$ cat config.mk
export PLATFORM = sky130hd
export DESIGN_NAME = rvfi_trace_fifo
export DESIGN_NICKNAME = d
export VERILOG_FILES = /design/src/rtl/rvfi_trace_fifo.sv
export SDC_FILE = /design/constraint.sdc
export NUM_CORES = 2
export LEC_CHECK = 0
export ABC_CLOCK_PERIOD_IN_PS = 33800
export CAP_MARGIN = 20
export CORE_AREA = 2 2 504 506
export CTS_BUF_LIST = sky130_fd_sc_hd__clkbuf_16
export DETAILED_ROUTE_END_ITERATION = 10
export DIE_AREA = 0 0 506 508
export HOLD_SLACK_MARGIN = 0.03
export PLACE_DENSITY = 0.67
export SLEW_MARGIN = 0
export SYNTH_ARGS = -nofsm -noshare
export SYNTH_HDL_FRONTEND = slang
export SYNTH_SLANG_ARGS = --single-unit
export TNS_END_PERCENT = 5
$ cat constraint.sdc
create_clock -name clk_i -period 33.8 [get_ports clk_i]
set_input_delay 3.38 -clock clk_i [delete_from_list [all_inputs] [get_ports clk_i]]
set_output_delay 3.38 -clock clk_i [all_outputs]
set_load 0.1 [all_outputs]
$ cat src/rtl/rvfi_trace_fifo.sv
// Capture FIFO for RVFI retirement records, with drop accounting
// and a retirement-order continuity checker.
module rvfi_trace_fifo #(
   parameter int DEPTH = 16
) (
   input  logic                     clk_i,
   input  logic                     rst_ni,
   input  logic                     capture_en_i,
   input  logic                     clear_i,
   input  logic                     rvfi_valid,
   input  logic [63:0]              rvfi_order,
   input  logic [31:0]              rvfi_insn,
   input  logic [31:0]              rvfi_pc_rdata,
   input  logic [31:0]              rvfi_pc_wdata,
   input  logic [4:0]               rvfi_rd_addr,
   input  logic [31:0]              rvfi_rd_wdata,
   input  logic                     rvfi_trap,
   output logic                     trc_valid_o,
   input  logic                     trc_ready_i,
   output logic [63:0]              trc_order_o,
   output logic [31:0]              trc_insn_o,
   output logic [31:0]              trc_pc_o,
   output logic [31:0]              trc_npc_o,
   output logic [4:0]               trc_rd_addr_o,
   output logic [31:0]              trc_rd_wdata_o,
   output logic                     trc_trap_o,
   output logic [$clog2(DEPTH):0]   count_o,
   output logic [15:0]              drop_cnt_o,
   output logic                     overflow_o,
   output logic                     order_err_o
);

   localparam int AW = $clog2(DEPTH);
   localparam int CW = AW + 1;
   localparam logic [CW-1:0] FULL_C = CW'(DEPTH);

   typedef struct packed {
      logic [63:0] order;
      logic [31:0] insn;
      logic [31:0] pc;
      logic [31:0] npc;
      logic [4:0]  rd;
      logic [31:0] wdata;
      logic        trap;
   } entry_t;

   typedef enum logic [1:0] {SEEK, TRACK, ERR} ord_st_e;

   entry_t        mem_q [DEPTH];
   entry_t        wr_entry;
   logic [AW-1:0] wptr_q, rptr_q;
   logic [CW-1:0] cnt_q;
   logic [15:0]   drop_q;
   logic          ovf_q;
   ord_st_e       st_q;
   logic [63:0]   last_q;
   logic          err_q;

   logic full, cap, push, pop, drop;

   assign full = (cnt_q == FULL_C);
   assign cap  = rvfi_valid & capture_en_i & ~clear_i;
   assign pop  = trc_valid_o & trc_ready_i & ~clear_i;
   assign push = cap & (~full | pop);
   assign drop = cap & full & ~pop;

   assign wr_entry.order = rvfi_order;
   assign wr_entry.insn  = rvfi_insn;
   assign wr_entry.pc    = rvfi_pc_rdata;
   assign wr_entry.npc   = rvfi_pc_wdata;
   assign wr_entry.rd    = rvfi_rd_addr;
   assign wr_entry.wdata = (rvfi_rd_addr == 5'd0) ? 32'd0 : rvfi_rd_wdata;
   assign wr_entry.trap  = rvfi_trap;

   // Entry storage; contents are don't-care until pushed, so no reset.
   always_ff @(posedge clk_i) begin
      if (push) mem_q[wptr_q] <= wr_entry;
   end

   // Pointers and occupancy; clear flushes everything.
   always_ff @(posedge clk_i or negedge rst_ni) begin
      if (!rst_ni) begin
         wptr_q <= '0;
         rptr_q <= '0;
         cnt_q  <= '0;
      end else if (clear_i) begin
         wptr_q <= '0;
         rptr_q <= '0;
         cnt_q  <= '0;
      end else begin
         if (push) wptr_q <= wptr_q + AW'(1);
         if (pop)  rptr_q <= rptr_q + AW'(1);
         if (push && !pop)      cnt_q <= cnt_q + CW'(1);
         else if (pop && !push) cnt_q <= cnt_q - CW'(1);
      end
   end

   // Saturating drop counter and sticky overflow flag.
   always_ff @(posedge clk_i or negedge rst_ni) begin
      if (!rst_ni) begin
         drop_q <= '0;
         ovf_q  <= 1'b0;
      end else if (clear_i) begin
         drop_q <= '0;
         ovf_q  <= 1'b0;
      end else if (drop) begin
         if (drop_q != 16'hFFFF) drop_q <= drop_q + 16'd1;
         ovf_q <= 1'b1;
      end
   end

   // Order checker: sees every retirement, even uncaptured ones.
   always_ff @(posedge clk_i or negedge rst_ni) begin
      if (!rst_ni) begin
         st_q   <= SEEK;
         last_q <= '0;
         err_q  <= 1'b0;
      end else if (clear_i) begin
         st_q  <= SEEK;
         err_q <= 1'b0;
      end else if (rvfi_valid) begin
         last_q <= rvfi_order;
         unique case (st_q)
            SEEK: begin
               st_q  <= TRACK;
               err_q <= 1'b0;
            end
            TRACK: begin
               if (rvfi_order != last_q + 64'd1) begin
                  st_q  <= ERR;
                  err_q <= 1'b1;
               end
            end
            default: begin
               st_q  <= ERR;
               err_q <= 1'b1;
            end
         endcase
      end
   end

   assign trc_valid_o    = (cnt_q != '0);
   assign trc_order_o    = mem_q[rptr_q].order;
   assign trc_insn_o     = mem_q[rptr_q].insn;
   assign trc_pc_o       = mem_q[rptr_q].pc;
   assign trc_npc_o      = mem_q[rptr_q].npc;
   assign trc_rd_addr_o  = mem_q[rptr_q].rd;
   assign trc_rd_wdata_o = mem_q[rptr_q].wdata;
   assign trc_trap_o     = mem_q[rptr_q].trap;
   assign count_o        = cnt_q;
   assign drop_cnt_o     = drop_q;
   assign overflow_o     = ovf_q;
   assign order_err_o    = err_q;

endmodule

-- Word level (Yosys, flattened, before mapping)
Memories as Yosys holds them, arrays and structs flattened.
Cells that the tools add are included.
Widths: inputs -> output; s select.
- register bits after elaboration: 97
- bits in writable memories: 3168
- word-level logic and storage cells: 70
- memories kept: 1
- latch bits: 0
- output and inout bits: 222
- bits in read-only memories: 0
- input bits: 204
- equality and inequality tests: 5
- reductions and logical operators: 16
- magnitude comparators: 0
- shift-type cells: 0
- bitwise logic cells: 11
- $add $sub $neg: 6
- $mul: 0
- mux-type cells: 23
- div/mod/pow operators: 0
- memories (name ; words ; width ; read ports ; clocked after memory_dff ; write ports ; line ; RTL):
    mem_q ; 16 ; 198 ; 1 ; 0 ; 1 ; 49 ; entry_t mem_q [DEPTH];
- operator list (cell ; number):
    $add 64x1->64 const B ; 1
    $ne 64x64->1 ; 1
    $mux 16 ; 3
    $mux 32 ; 1
    $add 16x1->16 const B ; 1
    $mux 4 ; 4
    $ne 16x16->1 const B ; 1
    $mux 5 ; 3
    $reduce_bool 2->1 ; 5
    $add 4x1->4 const B ; 2
    $and 1x1->1 ; 7
    $mux 1 ; 7
    $mux 2 ; 3
    $reduce_and 2->1 ; 3
    $add 5x1->5 const B ; 1
    $eq 5x5->1 const B ; 1
    $logic_not 5->1 ; 1
    $reduce_bool 5->1 ; 1
    $sub 5x1->5 const B ; 1
    $pmux 2 s2 ; 1
    $ne 3x3->1 const B ; 1
    $not 1->1 ; 3
    $reduce_bool 3->1 ; 1
    $eq 2x1->1 const B ; 1
    5 further kinds ; 7

-- Logic depth before layout (Yosys ltp)
- depth in word-level cells: 10
- depth in mapped cells: 12
- mapped depth without buffers: 12

-- Worst setup path before layout
Ideal clock, no wire load.
- path type: input to register
- from: input rvfi_valid
- to: memory mem_q[4][0] in the netlist's numbering (enable)
- cell stages on the path: 7
- setup time: 0.998 ns
- data required time: 32.802 ns
- arrival: 17.683 ns
- path buffers: 2
- setup slack: 15.119 ns
- cell sequence: nor2b_1 -> clkbuf_1 -> nand2_1 -> nor2_1 -> clkbuf_1 -> nand2_1 -> nor3_1
- longest elaborated chain between the ends: 5
- RTL lines (element ; line ; RTL):
    from (decl) ; 10 ; input logic rvfi_valid,
    $and 1x1->1 (2 in series) ; 62 ; assign cap = rvfi_valid & capture_en_i & ~clear_i;
    $and 1x1->1 ; 64 ; assign push = cap & (~full | pop);
    $mux 1 ; 77 ; if (push) mem_q[wptr_q] <= wr_entry;
    $mux 1 (implied by the code) ; 77 ;
    to (decl) ; 49 ;
No other way between the ends.

-- Worst setup path after layout
- from: register rptr_q[0]
- to: output trc_pc_o[17]
- longest elaborated chain between the ends: 1
- RTL lines (element ; line ; RTL):
    from (decl) ; 51 ; logic [AW-1:0] wptr_q, rptr_q;
    from (signal assigned) ; 92 ; if (pop) rptr_q <= rptr_q + AW'(1);
    $mem_v2 16x198 ; - ;
    to (decl) ; 22 ; output logic [31:0] trc_pc_o,
No other way between the ends.

==> flow_metrics.py <==
metrics = {
    "outcome": {
        "status": "completed",
    },
    "finish": {
        "nFillCells": 18000,
        "nNetsFinal": 5975,
        "syn2layout_area_growth_pct": 15.7,
        "drive_gt1_frac": 0.279,
        "post-route-util": 0.574,
    },
    "floorplan": {
        "die_x_um": 506,
        "die_h_um": 508,
        "initial_core_util": 0.496,
        "rows": 185,
        "io_pins": 426,
        "core-area_um2": 252000,
        "dieArea_um2": 257000,
    },
    "grt": {
        "grt_usage": 0.225,
        "grt_pass1_vias": 59400,
        "gr-total-overflow": 0,
        "grt_max_degree": 139,
        "grt_pass1_wl_um": 418000,
        "antenna_found_initial": 45,
    },
    "yosys": {
        "synth_flop_cell": "edfxtp_1",
        "yosysUniqueCellTypes": 62,
        "synth_seq_cells": 3264,
        "yosysTopAreaCell": "edfxtp_1",
        "syn_nets": 5328,
        "synth_area_leaders": "edfxtp_1 (76%), mux4_2 (18%), dfrtp_1 (1.9%)",
        "yosysTopAreaCellShare": 0.761,
        "async_flop_share": 0.0294,
        "synthCells": 5113,
        "synth.avg_cell_area_um2": 24.5,
        "synth_common_cells": "edfxtp_1 (3,168), mux4_2 (990), clkbuf_1 (172), dfrtp_1 (96), buf_1 (73)",
        "syn-cell-area_um2": 125000,
        "synth-seq-area-share": 0.780,
        "yosysMostFrequentCell": "edfxtp_1",
        "synth-edff-count": 3168,
        "yosysWarningCount": 0,
    },
    "worst_setup_path": {
        "crit_end": "trc_pc_o[17]",
        "required_ns": 30.42,
        "crit_top_cell": "buf_4",
        "critPathMaxStageDelay_ns": 0.99,
        "worst-path-stages": 10,
        "worstSetupEndpointType": "output pin",
        "crit_start": "rptr_q[0]",
        "worstReg2RegStart": "count_o[0]",
        "cp_max_fo": 103,
        "start_kind": "flop",
        "worstPathArrival_ns": 8.92,
        "r2r_slack_ns": 28.51,
        "path_delay_family": "buffers and inverters",
        "path_buf_inv": 8,
        "cp_slowest_cell": "clkdlybuf4s50_1",
        "path_cells": "buf_12, buf_4, buf_4, buf_4, buf_4, buf_4, buf_16, mux4_2, mux4_2, clkdlybuf4s50_1",
        "criticalPathCategory": "reg -> out",
        "worst_r2r_path_depth": 11,
        "r2r-end": "mem_q[14][128]",
    },
    "drt": {
        "firstDrtPassIters": 5,
        "drtAntennaViolNets": 0,
        "finalWirelength_um": 290000,
        "vias_per_cell": 6.15,
        "via_count": 57700,
        "drt_iter0_markers": 6532,
        "drc_errors": 0,
        "wl_per_cell_um": 30.9,
    },
    "timing": {
        "tns_ns": 0,
        "fmax_mhz": 81.3,
        "worst_slack_ns": 21.50,
        "finalHoldViolCount": 0,
        "min_period_ns": 12.30,
        "max-slew-margin-rel": 0.193,
        "setup_viol": 0,
        "slew_violations": 0,
        "skew_ns": 0.0533,
        "worstMarginPinSlew_ns": 1.21,
        "rsz0062_at_grt": "no",
        "hold_slack_ns": 0.539,
        "fin_crit_sh": 0.364,
    },
    "clocking": {
        "numCtsBuffers": 345,
        "cts.path.max_buffers": 4,
        "clock_latency_ns": 0.93,
        "path_clk_slew_ns": 0.06,
        "cts_resized": 0,
        "cts_setup_buffers": 0,
        "postCtsHoldBufs": 0,
        "cts_tree": "built",
        "clkSinkCount": 3264,
        "clock_tree.root_cell": "clkbuf_16",
        "ctsHtreeMaxLevel": 5,
    },
    "run": {
        "drv_cap": 0,
    },
    "hold_path": {
        "hp-class": "reg -> reg",
    },
    "pwr": {
        "power_density_nw_per_um2": 69.5,
        "peakVddDrop_mv": 0.0763,
        "finalPower_w": 0.0101,
        "p_leak_nw": 44.2,
    },
    "placed_design": {
        "post-place-ws_ns": 21.87,
        "dp_hpwl_um": 147000,
        "gp_congestion": 0.827,
        "numPortBuffers": 425,
    },
}
## placed cells by master (no fill, tap or decap), types with 9 or more instances in the layout
cell	instances
buf_12	21
nand3_1	36
bufinv_16	31
nor2_1	59
nor2b_1	35
clkbuf_16	350
mux4_2	990
xnor2_1	62
clkinvlp_4	9
nand2_1	45
and4_1	10
diode_2	12
xor2_1	58
buf_4	103
o21ai_0	14
clkdlybuf4s50_1	424
nor3_1	14
a21oi_1	13
clkinv_1	65
nand4_1	43
ha_1	10
dfrtp_1	92
inv_1	89
edfxtp_1	3168
inv_6	9
and3_1	13
mux2_2	65
nor4_1	23
clkinv_2	50
## per-layer routing
metal | part of all wire | GRT usage
met3 | 0.082 | 0.0487
met1 | 0.41 | 0.324
met2 | 0.48 | 0.355
met4 | 0.024 | 0.0579
met5 | 0.00091 | 0
## area by class of cell
type | instances | area, um^2 | share of cell area
Timing Repair Buffer | 552 | 5550 | 0.0383
Tap cell | 3366 | 4210 | 0.0291
Antenna cell | 12 | 30.0 | 0.000208
Inverter | 12 | 45.0 | 0.000311
Sequential cell | 3264 | 97500 | 0.674
Clock buffer | 350 | 8760 | 0.0605
Multi-Input combinational cell | 1585 | 26600 | 0.184
Clock inverter | 247 | 1950 | 0.0134
## flip-flops by register name, indices dropped and copies added (netlist names)
| name | count |
|---|---|
| wptr_q | 4 |
| rptr_q | 4 |
| mem_q | 3168 |
| overflow_o | 1 |
| count_o | 5 |
| drop_cnt_o | 16 |
| last_q | 64 |
| st_q | 2 |
## per-stage QoR
stage                     instance area [um^2]  instances
after CTS                               145000       9373
after detailed placement                134000       8776
final                                   145000       9388
after floorplan                         125000       5113
after global placement                  134000       8769
after global routing                    145000       9380
## logic make-up (layout without fill, tap and decap cells)
| group | after synthesis | count (layout) | synth area share |
|---|---|---|---|
| XOR/XNOR | 120 | 120 | 0.00840 |
| buffers and inverters | 264 | 1161 | 0.00801 |
| other | 0 | 12 | 0 |
| adder cells (fa/ha/maj) | 11 | 11 | 0.00116 |
| multiplexers | 1060 | 1060 | 0.185 |
| AND/OR/NAND/NOR | 334 | 334 | 0.0148 |
| AO/OA/AOI/OAI | 60 | 60 | 0.00318 |
| flip-flops | 3264 | 3264 | 0.780 |
## report_power, final
part           switching, W  internal, W  total, W
clock               0.00149      0.00210   0.00359
sequential        0.0000402      0.00447   0.00451
combinational       0.00119     0.000763   0.00196
## how the worst min path moves through the flow
stage / startpoint / endpoint / slack, ns / cells after the start
6_report: last_q[63] / last_q[63] / 0.54 / 1
5_1_grt: last_q[63] / last_q[63] / 0.56 / 1
4_1_cts: last_q[63] / last_q[63] / 0.54 / 1
3_5_place_dp: last_q[63] / last_q[63] / 0.53 / 1
3_3_place_gp: last_q[63] / last_q[63] / 0.51 / 1
2_1_floorplan: last_q[63] / last_q[63] / 0.50 / 1
Note: power is estimated with default switching activity, not from simulation.
